==> src/rtl/plic_pkg.sv <==
`default_nettype none
// +----------------------------------------------------------------------+
// | plic_pkg                                                              |
// | Shared defaults, register offsets and FSM state types for plic_lite.  |
// | Revision: 1.0                                                         |
// +----------------------------------------------------------------------+
`ifndef PLIC_AXI_ADDR_WIDTH
`define PLIC_AXI_ADDR_WIDTH 12
`endif

package plic_pkg;
    localparam int NUM_SRC_DEF = 8;
    localparam int PRIO_W_DEF  = 3;
    localparam int AXI_ADDR_W  = `PLIC_AXI_ADDR_WIDTH;

    localparam logic [AXI_ADDR_W-1:0] OFF_PENDING = AXI_ADDR_W'(12'h080);
    localparam logic [AXI_ADDR_W-1:0] OFF_ENABLE  = AXI_ADDR_W'(12'h100);
    localparam logic [AXI_ADDR_W-1:0] OFF_THRESH  = AXI_ADDR_W'(12'h200);
    localparam logic [AXI_ADDR_W-1:0] OFF_CLAIM   = AXI_ADDR_W'(12'h204);

    typedef enum logic [0:0] {W_IDLE = 1'b0, W_RESP = 1'b1} wr_state_e;
    typedef enum logic [0:0] {R_IDLE = 1'b0, R_DATA = 1'b1} rd_state_e;
endpackage

`default_nettype wire

==> src/rtl/plic_gateway.sv <==
`default_nettype none
// +----------------------------------------------------------------------+
// | plic_gateway                                                          |
// | Per-source synchronizer plus pending / in-flight tracking.            |
// | Revision: 1.0                                                         |
// +----------------------------------------------------------------------+
module plic_gateway
    import plic_pkg::*;
(
    input  logic clk,
    input  logic rst,
    input  logic irq_i,
    input  logic claim_i,
    input  logic complete_i,
    output logic pending_o
);
    logic sync1_q, sync2_q;
    logic pending_q, pending_d;
    logic in_flight_q, in_flight_d;

    // A claim only happens while pending (hence not in flight), so a
    // coincident complete is a no-op and the claim wins on in_flight.
    always_comb begin
        pending_d = pending_q;
        if (sync2_q && !pending_q && !in_flight_q) begin
            pending_d = 1'b1;
        end
        if (claim_i) begin
            pending_d = 1'b0;
        end
        in_flight_d = in_flight_q;
        if (complete_i) begin
            in_flight_d = 1'b0;
        end
        if (claim_i) begin
            in_flight_d = 1'b1;
        end
    end

    always_ff @(posedge clk) begin
        if (rst) begin
            sync1_q     <= 1'b0;
            sync2_q     <= 1'b0;
            pending_q   <= 1'b0;
            in_flight_q <= 1'b0;
        end else begin
            sync1_q     <= irq_i;
            sync2_q     <= sync1_q;
            pending_q   <= pending_d;
            in_flight_q <= in_flight_d;
        end
    end

    assign pending_o = pending_q;
endmodule

`default_nettype wire

==> src/rtl/plic_lite.sv <==
`default_nettype none
// +----------------------------------------------------------------------+
// | plic_lite                                                             |
// | Single-context PLIC: gateways, arbitration, AXI4-Lite register slave. |
// | Revision: 1.0                                                         |
// +----------------------------------------------------------------------+
module plic_lite
    import plic_pkg::*;
#(
    parameter int NUM_SRC = NUM_SRC_DEF,
    parameter int PRIO_W  = PRIO_W_DEF
) (
    input  logic                            clk,
    input  logic                            rst,
    input  logic [NUM_SRC-1:0]              irq_src_i,
    output logic                            ext_int_req_o,
    input  logic [`PLIC_AXI_ADDR_WIDTH-1:0] S_AXI_AWADDR,
    input  logic [2:0]                      S_AXI_AWPROT,
    input  logic                            S_AXI_AWVALID,
    output logic                            S_AXI_AWREADY,
    input  logic [31:0]                     S_AXI_WDATA,
    input  logic [3:0]                      S_AXI_WSTRB,
    input  logic                            S_AXI_WVALID,
    output logic                            S_AXI_WREADY,
    output logic [1:0]                      S_AXI_BRESP,
    output logic                            S_AXI_BVALID,
    input  logic                            S_AXI_BREADY,
    input  logic [`PLIC_AXI_ADDR_WIDTH-1:0] S_AXI_ARADDR,
    input  logic [2:0]                      S_AXI_ARPROT,
    input  logic                            S_AXI_ARVALID,
    output logic                            S_AXI_ARREADY,
    output logic [31:0]                     S_AXI_RDATA,
    output logic [1:0]                      S_AXI_RRESP,
    output logic                            S_AXI_RVALID,
    input  logic                            S_AXI_RREADY
);
    localparam int ID_W = $clog2(NUM_SRC + 1);

    logic [NUM_SRC:1][PRIO_W-1:0] prio_q, prio_d;
    logic [NUM_SRC:1]             enable_q, enable_d;
    logic [PRIO_W-1:0]            thresh_q, thresh_d;
    logic [NUM_SRC:1]             pending, claim_vec, complete_vec;
    logic [ID_W-1:0]              best_id;
    logic [PRIO_W-1:0]            best_prio;
    logic                         ext_int_d, ext_int_q;
    logic [31:0]                  rd_data;

    wr_state_e   wr_state_q;
    rd_state_e   rd_state_q;
    logic        awready_q, wready_q, bvalid_q, arready_q, rvalid_q;
    logic [31:0] rdata_q;
    logic        wr_fire, wr_en, rd_fire;
    logic        unused_ok;

    assign wr_fire = (wr_state_q == W_IDLE) && awready_q && S_AXI_AWVALID && S_AXI_WVALID;
    assign wr_en   = wr_fire && (S_AXI_WSTRB == 4'hF);
    assign rd_fire = (rd_state_q == R_IDLE) && arready_q && S_AXI_ARVALID;

    for (genvar k = 1; k <= NUM_SRC; k++) begin : g_gw
        plic_gateway u_gw (
            .clk        (clk),
            .rst        (rst),
            .irq_i      (irq_src_i[k-1]),
            .claim_i    (claim_vec[k]),
            .complete_i (complete_vec[k]),
            .pending_o  (pending[k])
        );
    end

    // Strict '>' while scanning upward keeps the lowest ID on ties and
    // excludes priority 0 for free.
    always_comb begin
        best_prio = '0;
        best_id   = '0;
        ext_int_d = 1'b0;
        for (int k = 1; k <= NUM_SRC; k++) begin
            if (pending[k] && enable_q[k]) begin
                if (prio_q[k] > best_prio) begin
                    best_prio = prio_q[k];
                    best_id   = ID_W'(k);
                end
                if (prio_q[k] > thresh_q) begin
                    ext_int_d = 1'b1;
                end
            end
        end
    end

    always_comb begin
        prio_d       = prio_q;
        enable_d     = enable_q;
        thresh_d     = thresh_q;
        complete_vec = '0;
        if (wr_en) begin
            for (int k = 1; k <= NUM_SRC; k++) begin
                if (S_AXI_AWADDR == AXI_ADDR_W'(4 * k)) begin
                    prio_d[k] = S_AXI_WDATA[PRIO_W-1:0];
                end
                if ((S_AXI_AWADDR == OFF_CLAIM) && (S_AXI_WDATA == 32'(k))) begin
                    complete_vec[k] = 1'b1;
                end
            end
            if (S_AXI_AWADDR == OFF_ENABLE) begin
                enable_d = S_AXI_WDATA[NUM_SRC:1];
            end
            if (S_AXI_AWADDR == OFF_THRESH) begin
                thresh_d = S_AXI_WDATA[PRIO_W-1:0];
            end
        end
    end

    always_comb begin
        rd_data   = '0;
        claim_vec = '0;
        for (int k = 1; k <= NUM_SRC; k++) begin
            if (S_AXI_ARADDR == AXI_ADDR_W'(4 * k)) begin
                rd_data[PRIO_W-1:0] = prio_q[k];
            end
            if (rd_fire && (S_AXI_ARADDR == OFF_CLAIM) && (best_id == ID_W'(k))) begin
                claim_vec[k] = 1'b1;
            end
        end
        case (S_AXI_ARADDR)
            OFF_PENDING: rd_data[NUM_SRC:1]  = pending;
            OFF_ENABLE:  rd_data[NUM_SRC:1]  = enable_q;
            OFF_THRESH:  rd_data[PRIO_W-1:0] = thresh_q;
            OFF_CLAIM:   rd_data[ID_W-1:0]   = best_id;
            default:     ;
        endcase
    end

    always_ff @(posedge clk) begin
        if (rst) begin
            prio_q    <= '0;
            enable_q  <= '0;
            thresh_q  <= '0;
            ext_int_q <= 1'b0;
        end else begin
            prio_q    <= prio_d;
            enable_q  <= enable_d;
            thresh_q  <= thresh_d;
            ext_int_q <= ext_int_d;
        end
    end

    // Ready is raised one cycle after both valids appear, so the
    // handshake edge is the cycle in which ready is already high.
    always_ff @(posedge clk) begin
        if (rst) begin
            wr_state_q <= W_IDLE;
            awready_q  <= 1'b0;
            wready_q   <= 1'b0;
            bvalid_q   <= 1'b0;
            rd_state_q <= R_IDLE;
            arready_q  <= 1'b0;
            rvalid_q   <= 1'b0;
            rdata_q    <= '0;
        end else begin
            case (wr_state_q)
                W_IDLE: begin
                    if (awready_q) begin
                        awready_q <= 1'b0;
                        wready_q  <= 1'b0;
                        if (wr_fire) begin
                            bvalid_q   <= 1'b1;
                            wr_state_q <= W_RESP;
                        end
                    end else if (S_AXI_AWVALID && S_AXI_WVALID) begin
                        awready_q <= 1'b1;
                        wready_q  <= 1'b1;
                    end
                end
                W_RESP: begin
                    if (S_AXI_BREADY) begin
                        bvalid_q   <= 1'b0;
                        wr_state_q <= W_IDLE;
                    end
                end
                default: wr_state_q <= W_IDLE;
            endcase

            case (rd_state_q)
                R_IDLE: begin
                    if (arready_q) begin
                        arready_q <= 1'b0;
                        if (rd_fire) begin
                            rdata_q    <= rd_data;
                            rvalid_q   <= 1'b1;
                            rd_state_q <= R_DATA;
                        end
                    end else if (S_AXI_ARVALID) begin
                        arready_q <= 1'b1;
                    end
                end
                R_DATA: begin
                    if (S_AXI_RREADY) begin
                        rvalid_q   <= 1'b0;
                        rd_state_q <= R_IDLE;
                    end
                end
                default: rd_state_q <= R_IDLE;
            endcase
        end
    end

    assign ext_int_req_o = ext_int_q;
    assign S_AXI_AWREADY = awready_q;
    assign S_AXI_WREADY  = wready_q;
    assign S_AXI_BVALID  = bvalid_q;
    assign S_AXI_BRESP   = 2'b00;
    assign S_AXI_ARREADY = arready_q;
    assign S_AXI_RVALID  = rvalid_q;
    assign S_AXI_RDATA   = rdata_q;
    assign S_AXI_RRESP   = 2'b00;
    assign unused_ok     = ^{S_AXI_AWPROT, S_AXI_ARPROT};
endmodule

`default_nettype wire

==> config.mk <==
export PLATFORM = sky130hd
export DESIGN_NAME = plic_lite
export DESIGN_NICKNAME = d
export VERILOG_FILES = /design/src/rtl/plic_pkg.sv /design/src/rtl/plic_gateway.sv /design/src/rtl/plic_lite.sv
export SDC_FILE = /design/constraint.sdc
export NUM_CORES = 1
export LEC_CHECK = 0
export CORE_ASPECT_RATIO = 1.25
export CORE_MARGIN = 10
export CORE_UTILIZATION = 46
export DETAILED_ROUTE_END_ITERATION = 6
export PLACE_DENSITY = 0.77
export SYNTH_ARGS = -nofsm -noshare
export SYNTH_HDL_FRONTEND = slang
export SYNTH_SLANG_ARGS = --single-unit
==> constraint.sdc <==
create_clock -name clk -period 8.5 [get_ports clk]
set_input_delay 2.55 -clock clk [delete_from_list [all_inputs] [get_ports clk]]
set_output_delay 2.55 -clock clk [all_outputs]
set_load 0.005 [all_outputs]
-- Word level (Yosys, flattened, before mapping)
Index checks and enable logic that the tools add are counted.
- muxes and demuxes: 113
- bitwise gates (word level): 2
- equal/unequal tests: 46
- $lt $le $gt $ge: 16
- reductions and logical operators: 95
- operator list (cell ; count):
    == test 32 x 3 -> 1 bit, second input constant ; 4
    == test 12 x 5 -> 1 bit, second input constant ; 8
    2-to-1 mux 1 bit ; 68
    2-to-1 mux 3 bit ; 22
    == test 32 x 2 -> 1 bit, second input constant ; 2
    2-to-1 mux 4 bit ; 14
    == test 12 x 10 -> 1 bit, second input constant ; 4
    == test 12 x 4 -> 1 bit, second input constant ; 4
    logical AND 1 bit ; 48
    greater-than comparator 3 bit ; 15
    == test 32 x 1 -> 1 bit, second input constant ; 1
    == test 32 x 4 -> 1 bit, second input constant ; 1
    == test 12 x 3 -> 1 bit, second input constant ; 2
    == test 12 x 6 -> 1 bit, second input constant ; 2
    == test 12 x 9 -> 1 bit, second input constant ; 2
    AND reduction 2 bit ; 11
    nonzero test 2 bit ; 9
    == test 4 x 3 -> 1 bit, second input constant ; 4
    zero test 1 bit ; 16
    OR reduction 2 bit ; 8
    == test 12 x 8 -> 1 bit, second input constant ; 1
    != test 2 bit, second input constant ; 6
    one-hot mux 1 bit (2 select lines) ; 5
    one-hot mux 5 bit (2 select lines) ; 1
    9 further kinds ; 14
- word-level logic and storage cells: 323
- input bits: 81
- flip-flop bits (word level): 84

-- Logic depth before layout (Yosys ltp)
- depth after elaboration: 28
- gate-level depth with buffers: 44
- gate-level depth less buffers: 43

-- Hierarchy
From an unflattened synthesis, not the netlist that was laid out.
- cell total of the unflattened synthesis: 660
- area total of the unflattened synthesis: 5527.8 µm²
- by module, submodules not included (module ; area an instance (µm²) ; cells each ; instances):
    plic_lite ; 4496.8 ; 564 ; 1
    plic_gateway ; 128.9 ; 12 ; 8

-- Worst setup path before layout
Ideal clock, no wire load.
- path kind: register to register
- start point: register g_gw[1].u_gw.pending_q
- end point: register g_gw[1].u_gw.in_flight_q
- slack: -0.011 ns
- cell stages (with the launch flop): 41
- path buffers: 1
- data arrival time: 8.452 ns
- path through: dfxtp_1 -> nand3_1 -> ha_1 -> or2_2 -> o211ai_1 -> mux2_2 -> ha_1 -> and3_1 -> a211oi_2 -> mux2i_1 -> inv_1 -> ha_1 -> nand2b_1 -> a21oi_1 -> and2_1 -> nor2_1 -> a21oi_1 -> ha_1 -> [... 5 more ...] -> ha_1 -> nand2b_1 -> a21oi_1 -> nand2_1 -> mux2_2 -> ha_1 -> nand2b_1 -> a21oi_1 -> and2_1 -> clkbuf_1 -> nor2_1 -> a222oi_1 -> ha_1 -> inv_1 -> o21ai_0 -> a211oi_2 -> nor4b_2 -> a31o_1
- cells in the longest elaborated chain, start to end: 27
- elaborated cells between the ends (all ways): 41
- ends and longest elaborated chain (item ; RTL line ; RTL):
    start: declaration ; plic_gateway.sv:18 ; logic pending_q, pending_d;
    start signal: assignment ; plic_gateway.sv:49 ; pending_q <= pending_d;
    logical AND 1 bit * ; plic_lite.sv:77 ; if (pending[k] && enable_q[k]) begin
    2-to-1 mux 3 bit ; plic_lite.sv:77 ;
    greater-than comparator 3 bit ; plic_lite.sv:78 ; if (prio_q[k] > best_prio) begin
    2-to-1 mux 3 bit ; plic_lite.sv:78 ;
    2-to-1 mux 3 bit ; plic_lite.sv:77 ;
    greater-than comparator 3 bit ; plic_lite.sv:78 ;
    2-to-1 mux 3 bit ; plic_lite.sv:78 ;
    2-to-1 mux 3 bit ; plic_lite.sv:77 ;
    [... 11 more ...] ; -- ;
    2-to-1 mux 3 bit ; plic_lite.sv:77 ;
    greater-than comparator 3 bit ; plic_lite.sv:78 ;
    2-to-1 mux 4 bit ; plic_lite.sv:78 ;
    2-to-1 mux 4 bit * ; plic_lite.sv:77 ;
    == test 4 x 1 -> 1 bit * ; plic_lite.sv:119 ; if (rd_fire && (S_AXI_ARADDR == OFF_CLAIM) && (best_id == ID_W'(k))) begin
    logical AND 1 bit * ; plic_lite.sv:119 ;
    2-to-1 mux 1 bit * ; plic_lite.sv:119 ;
    2-to-1 mux 1 bit / nonzero test 2 bit (equally long branches) ; -- ;
    end signal: assignment ; plic_gateway.sv:50 ; in_flight_q <= in_flight_d;
    end: declaration ; plic_gateway.sv:19 ; logic in_flight_q, in_flight_d;
Mark *: on every way between the ends. The rest lies on a longest branch, timed or not.
A chain may end at the register's enable or synchronous reset.

-- Worst setup path after layout
- start point: register prio_q[1] (netlist bit)
- end point: register g_gw[3].u_gw.pending_q
- cells in the longest elaborated chain, start to end: 28
- elaborated cells between the ends (all ways): 42
- ends and longest elaborated chain (item ; RTL line ; RTL):
    start: declaration ; plic_lite.sv:39 ; logic [NUM_SRC:1][PRIO_W-1:0] prio_q, prio_d;
    start signal: assignment ; plic_lite.sv:139 ; prio_q <= prio_d;
    greater-than comparator 3 x 1 -> 1 bit ; plic_lite.sv:78 ;
    2-to-1 mux 3 bit ; plic_lite.sv:78 ;
    2-to-1 mux 3 bit ; plic_lite.sv:77 ;
    greater-than comparator 3 bit ; plic_lite.sv:78 ;
    2-to-1 mux 3 bit ; plic_lite.sv:78 ;
    2-to-1 mux 3 bit ; plic_lite.sv:77 ;
    greater-than comparator 3 bit ; plic_lite.sv:78 ;
    2-to-1 mux 3 bit ; plic_lite.sv:78 ;
    [... 12 more ...] ; -- ;
    2-to-1 mux 3 bit ; plic_lite.sv:77 ;
    greater-than comparator 3 bit ; plic_lite.sv:78 ;
    2-to-1 mux 4 bit ; plic_lite.sv:78 ;
    2-to-1 mux 4 bit * ; plic_lite.sv:77 ;
    == test 4 x 2 -> 1 bit * ; plic_lite.sv:119 ;
    logical AND 1 bit * ; plic_lite.sv:119 ;
    2-to-1 mux 1 bit * ; plic_lite.sv:119 ;
    OR reduction 2 bit (no line) * ; -- ;
    end signal: assignment ; plic_gateway.sv:49 ;
    end: declaration ; plic_gateway.sv:18 ;
Marks and branches as above.

==> summary.txt <==
Global routing
  – Gr ovfl total: 0
  – Vias in the first global route: 5411
  – Largest net degree at the start of global routing: 71
  – Initial antenna violation count: 0
  – Gr usage total: 21.59%
  – First-pass GRT wire length: approximately 28000 um

Clock tree
  – Clk sinks: 84
  – Hold buffer count at CTS: 0
  – Clock-pin slew of the registers on the worst-case setup and hold paths: 0.06 ns
  – Worst skew pair latency: around 0.34 ns
  – Buffer depth of the longest clock path: 2
  – CTS tree: built
  – Cts bufs inserted: 9
  – H-tree levels: 3
  – Root buf cell: clkbuf_16

Synthesis
  – Post-synthesis sequential area ratio: 31.68%
  – Yosys warns: 0
  – Number of synthesized flops with an enable pin: 0
  – Compound-Gate Fraction of Synth Area: between 10% and 20%
  – Multiplexer share of the synthesized area: 6.835%
  – Post-synthesis adder-cell area fraction: 10.61%
  – Synth Area in Simple Gates: 24.30%
  – Post-synth cell types: 61
  – Synthesized cell area: 5309 um^2
  – Synth Area per Inst: 8.400 um^2
  – Post-synth top flop: dfxtp_1
  – Async set-reset flop share out of synthesis: 0%
  – Cells after Synth: 632
  – #FFs+latches synth: 84
  – Largest family of logic cells by synthesized area: simple AND/OR/NAND/NOR gates
  – Post-Synth XOR/XNOR Area: 0%

Setup path
  – Reg2reg start: prio_q[1]$_SDFFE_PP0P_
  – Critical path endpoint category: register
  – Reg2reg setup slack: -0.13 ns
  – Crit path DAT: 8.84 ns
  – CP Max Fanout: 4
  – Most Frequent Cell on Critical Path: ha_4
  – Critical path type: reg -> reg
  – Worst path slowest cell: o211ai_1
  – Reg2reg path depth: between 40 and 50
  – Startpoint Class: register
  – Max incr delay on CP: 0.40 ns
  – Critical path data required time: 8.72 ns
  – Worst flop-to-flop path endpoint: g_gw[3].u_gw.pending_o$_SDFFE_PP0P_

Final layout
  – Leading cell type in the layout, fill and taps excluded: clkdlybuf4s50_1
  – Antenna diodes: 0
  – Layout area overhead: 42.78%
  – Most frequent cells in the layout: clkdlybuf4s50_1 (88), dfxtp_1 (81), buf_4 (69), nor2_1 (58), nand2_1 (40)
  – Layout cell share with drive strength beyond 1: a little over a fifth
  – Final nets: 912

Placement
  – IO Port Bufs: ~90
  – Post-Place Worst Slack: -0.3757 ns
  – Post-DP HPWL: 13660 um
  – Gpl congestion: 0.9426

Pwr
  – Psw: 0.0002206 W
  – Sw frac: 23.62%
  – Power density over the cells: 123.2 nW/um^2
  – Combinational power share: 9.6%
  – Cell-internal power: 0.0007134 W
  – Worst VDD drop: 0.0001324 V
  – Sequential share of power: 43.8%
  – Clock power share: 46.6%
  – Leakage: 2.990 nW

Detailed routing
  – ANT nets after route: 0
  – DR iter-0 viols: 386
  – Via count: 5554
  – Residual DRC count: 0
  – Total Wirelength: 19110 um
  – Wire length per cell: 20.63 um
  – Drt first pass iters: 5
  – Vias per cell: 5.998

Run
  – Max-cap violations: 0

Die
  – Die ar.: 16260 um^2
  – Initial Util: a little under half
  – # IOs: between 100 and 150
  – Die height: 140.1 um
  – Core footprint: 11190 um^2
  – Die X: between 100 and 150 um
  – Rows: 43

STA
  – Final worst slack: -0.1267 ns
  – Setup Skew: 0.008050 ns
  – Worst-Margin Slew: 0.9384 ns
  – Final setup fails: 13
  – Unrepaired setup endpoints after global routing: yes
  – Slew Viols, Final: 0
  – Setup TNS: -1.083 ns
  – Min Tclk post-route: 8.627 ns
  – Final period util: 101.5%
  – Rel. slew slack: 36.86%
  – Final Hold Fails: 0
  – Fmax: 115.9 MHz

Worst hold path
  – Hold depth: 1
  – HP Class: reg -> reg
  – Hold_sp: g_gw[7].u_gw.sync1_q$_SDFF_PP0_
  – Hold Path End: g_gw[7].u_gw.sync2_q$_SDFF_PP0_

Run status
  – Failing checks: setup timing
  – Run status: complete, but fails checks
-- synth_stat cells, types with 5 or more instances --
cell	instances	area [um^2]
dfxtp_1	84	1682
nor2_1	62	232.7
ha_1	45	563.0
nand2_1	44	165.2
a21oi_1	42	210.2
o21ai_0	40	200.2
nor2b_1	37	231.5
mux2i_1	34	340.3
buf_4	27	202.7
nand3_1	22	110.1
inv_1	21	78.83
clkbuf_1	17	63.81
o21a_1	11	82.58
nor3_1	9	45.04
nor4_1	9	56.30
o2111ai_1	9	78.83
a221oi_1	8	70.07
nand2b_1	8	50.05
o211ai_1	8	60.06
nand4_1	7	43.79
nand3b_1	6	45.04
nor4b_1	6	52.55
and3_1	5	31.28
-- worst max-delay path, delay by kind of cell (launching register included) --
kind	cells	cell delay, ns
AOI/OAI and AO/OA	15	3.05
adders and majority gates	7	1.75
buffers and inverters	9	1.08
DFF	1	0.39
muxes	2	0.59
and+or+nand+nor	11	1.59
-- power by group through the flow --
stage / clock, W / combinational [W] / sequential (W)
4_1_cts: 0.000436 / 0.0000866 / 0.000409
2_1_floorplan: 0 / 0.0000410 / 0.000416
3_3_place_gp: 0 / 0.0000843 / 0.000417
5_1_grt: 0.000453 / 0.0000968 / 0.000410
3_5_place_dp: 0 / 0.0000861 / 0.000417
6_report: 0.000435 / 0.0000897 / 0.000409
-- per-layer routing --
layer	wire, um	track usage, %
met5	0	0
met4	817	9.439
met3	1569	5.043
met2	9356	36.60
met1	7362	25.04
-- metrics by stage --
stage / hold WS (ns) / total power, W / instance area, um^2 / cells / util (%)
detailed placement: 0.4218 / 0.0005035 / 6585 / 888 / 58.84
global route: 0.4575 / 0.0009593 / 7580 / 926 / 67.73
floorplan: 0.4138 / 0.0004567 / 5410 / 658 / -
finish: 0.4348 / 0.0009339 / 7580 / 926 / 67.73
global placement: 0.4176 / 0.0005013 / 6585 / 888 / 58.84
CTS: 0.4370 / 0.0009314 / 7059 / 912 / 63.08
-- state kept, by name, indices dropped and copies added (netlist names), 3 cells and up --
register               cells
enable_q                   8
S_AXI_RDATA                9
thresh_q                   3
g_gw.u_gw.sync2_q          8
g_gw.u_gw.in_flight_q      8
prio_q                    24
g_gw.u_gw.pending_o        8
g_gw.u_gw.sync1_q          8
-- cell type report --
type / instances / area [um^2]
repair buffers: 165 / 1483
flip-flops and latches: 84 / 1690
clock buffers: 9 / 225.2
well taps: 135 / 168.9
fillers: 863 / 3611
clock inverters: 7 / 102.6
multi-input cells: 505 / 3829
inverters: 21 / 81.33
-- how the worst max path moves through the flow --
stage / startpoint / end / slack, ns / cells past startpoint
2_1_floorplan: g_gw[1].u_gw.pending_o$_SDFFE_PP0P_ / g_gw[1].u_gw.in_flight_q$_SDFFE_PP0P_ / 0.04 / 40
3_3_place_gp: g_gw[1].u_gw.pending_o$_SDFFE_PP0P_ / g_gw[1].u_gw.in_flight_q$_SDFFE_PP0P_ / -0.24 / 42
3_5_place_dp: g_gw[1].u_gw.pending_o$_SDFFE_PP0P_ / g_gw[3].u_gw.pending_o$_SDFFE_PP0P_ / -0.38 / 42
4_1_cts: g_gw[1].u_gw.pending_o$_SDFFE_PP0P_ / g_gw[2].u_gw.in_flight_q$_SDFFE_PP0P_ / 0.007 / 45
5_1_grt: prio_q[1]$_SDFFE_PP0P_ / g_gw[3].u_gw.pending_o$_SDFFE_PP0P_ / -0.46 / 44
6_report: prio_q[1]$_SDFFE_PP0P_ / g_gw[3].u_gw.pending_o$_SDFFE_PP0P_ / -0.13 / 44
-- cell families after synthesis --
| family | Yosys count |
|---|---|
| buffers and inverters | 69 |
| other | 1 |
| multiplexers | 36 |
| AO/OA/AOI/OAI | 157 |
| adder cells (fa/ha/maj) | 45 |
| flip-flops | 84 |
| AND/OR/NAND/NOR | 240 |
-- what timing repair did --
| item | CTS | global route |
|---|---|---|
| resized for setup | 19 | 79 |
| setup endpoints to repair | 20 | 20 |
| buffers inserted | 8 | 17 |
| pin swaps | 11 | 48 |
| hold endpoints to repair | 0 | 0 |
(Power assumes the default switching activity.)
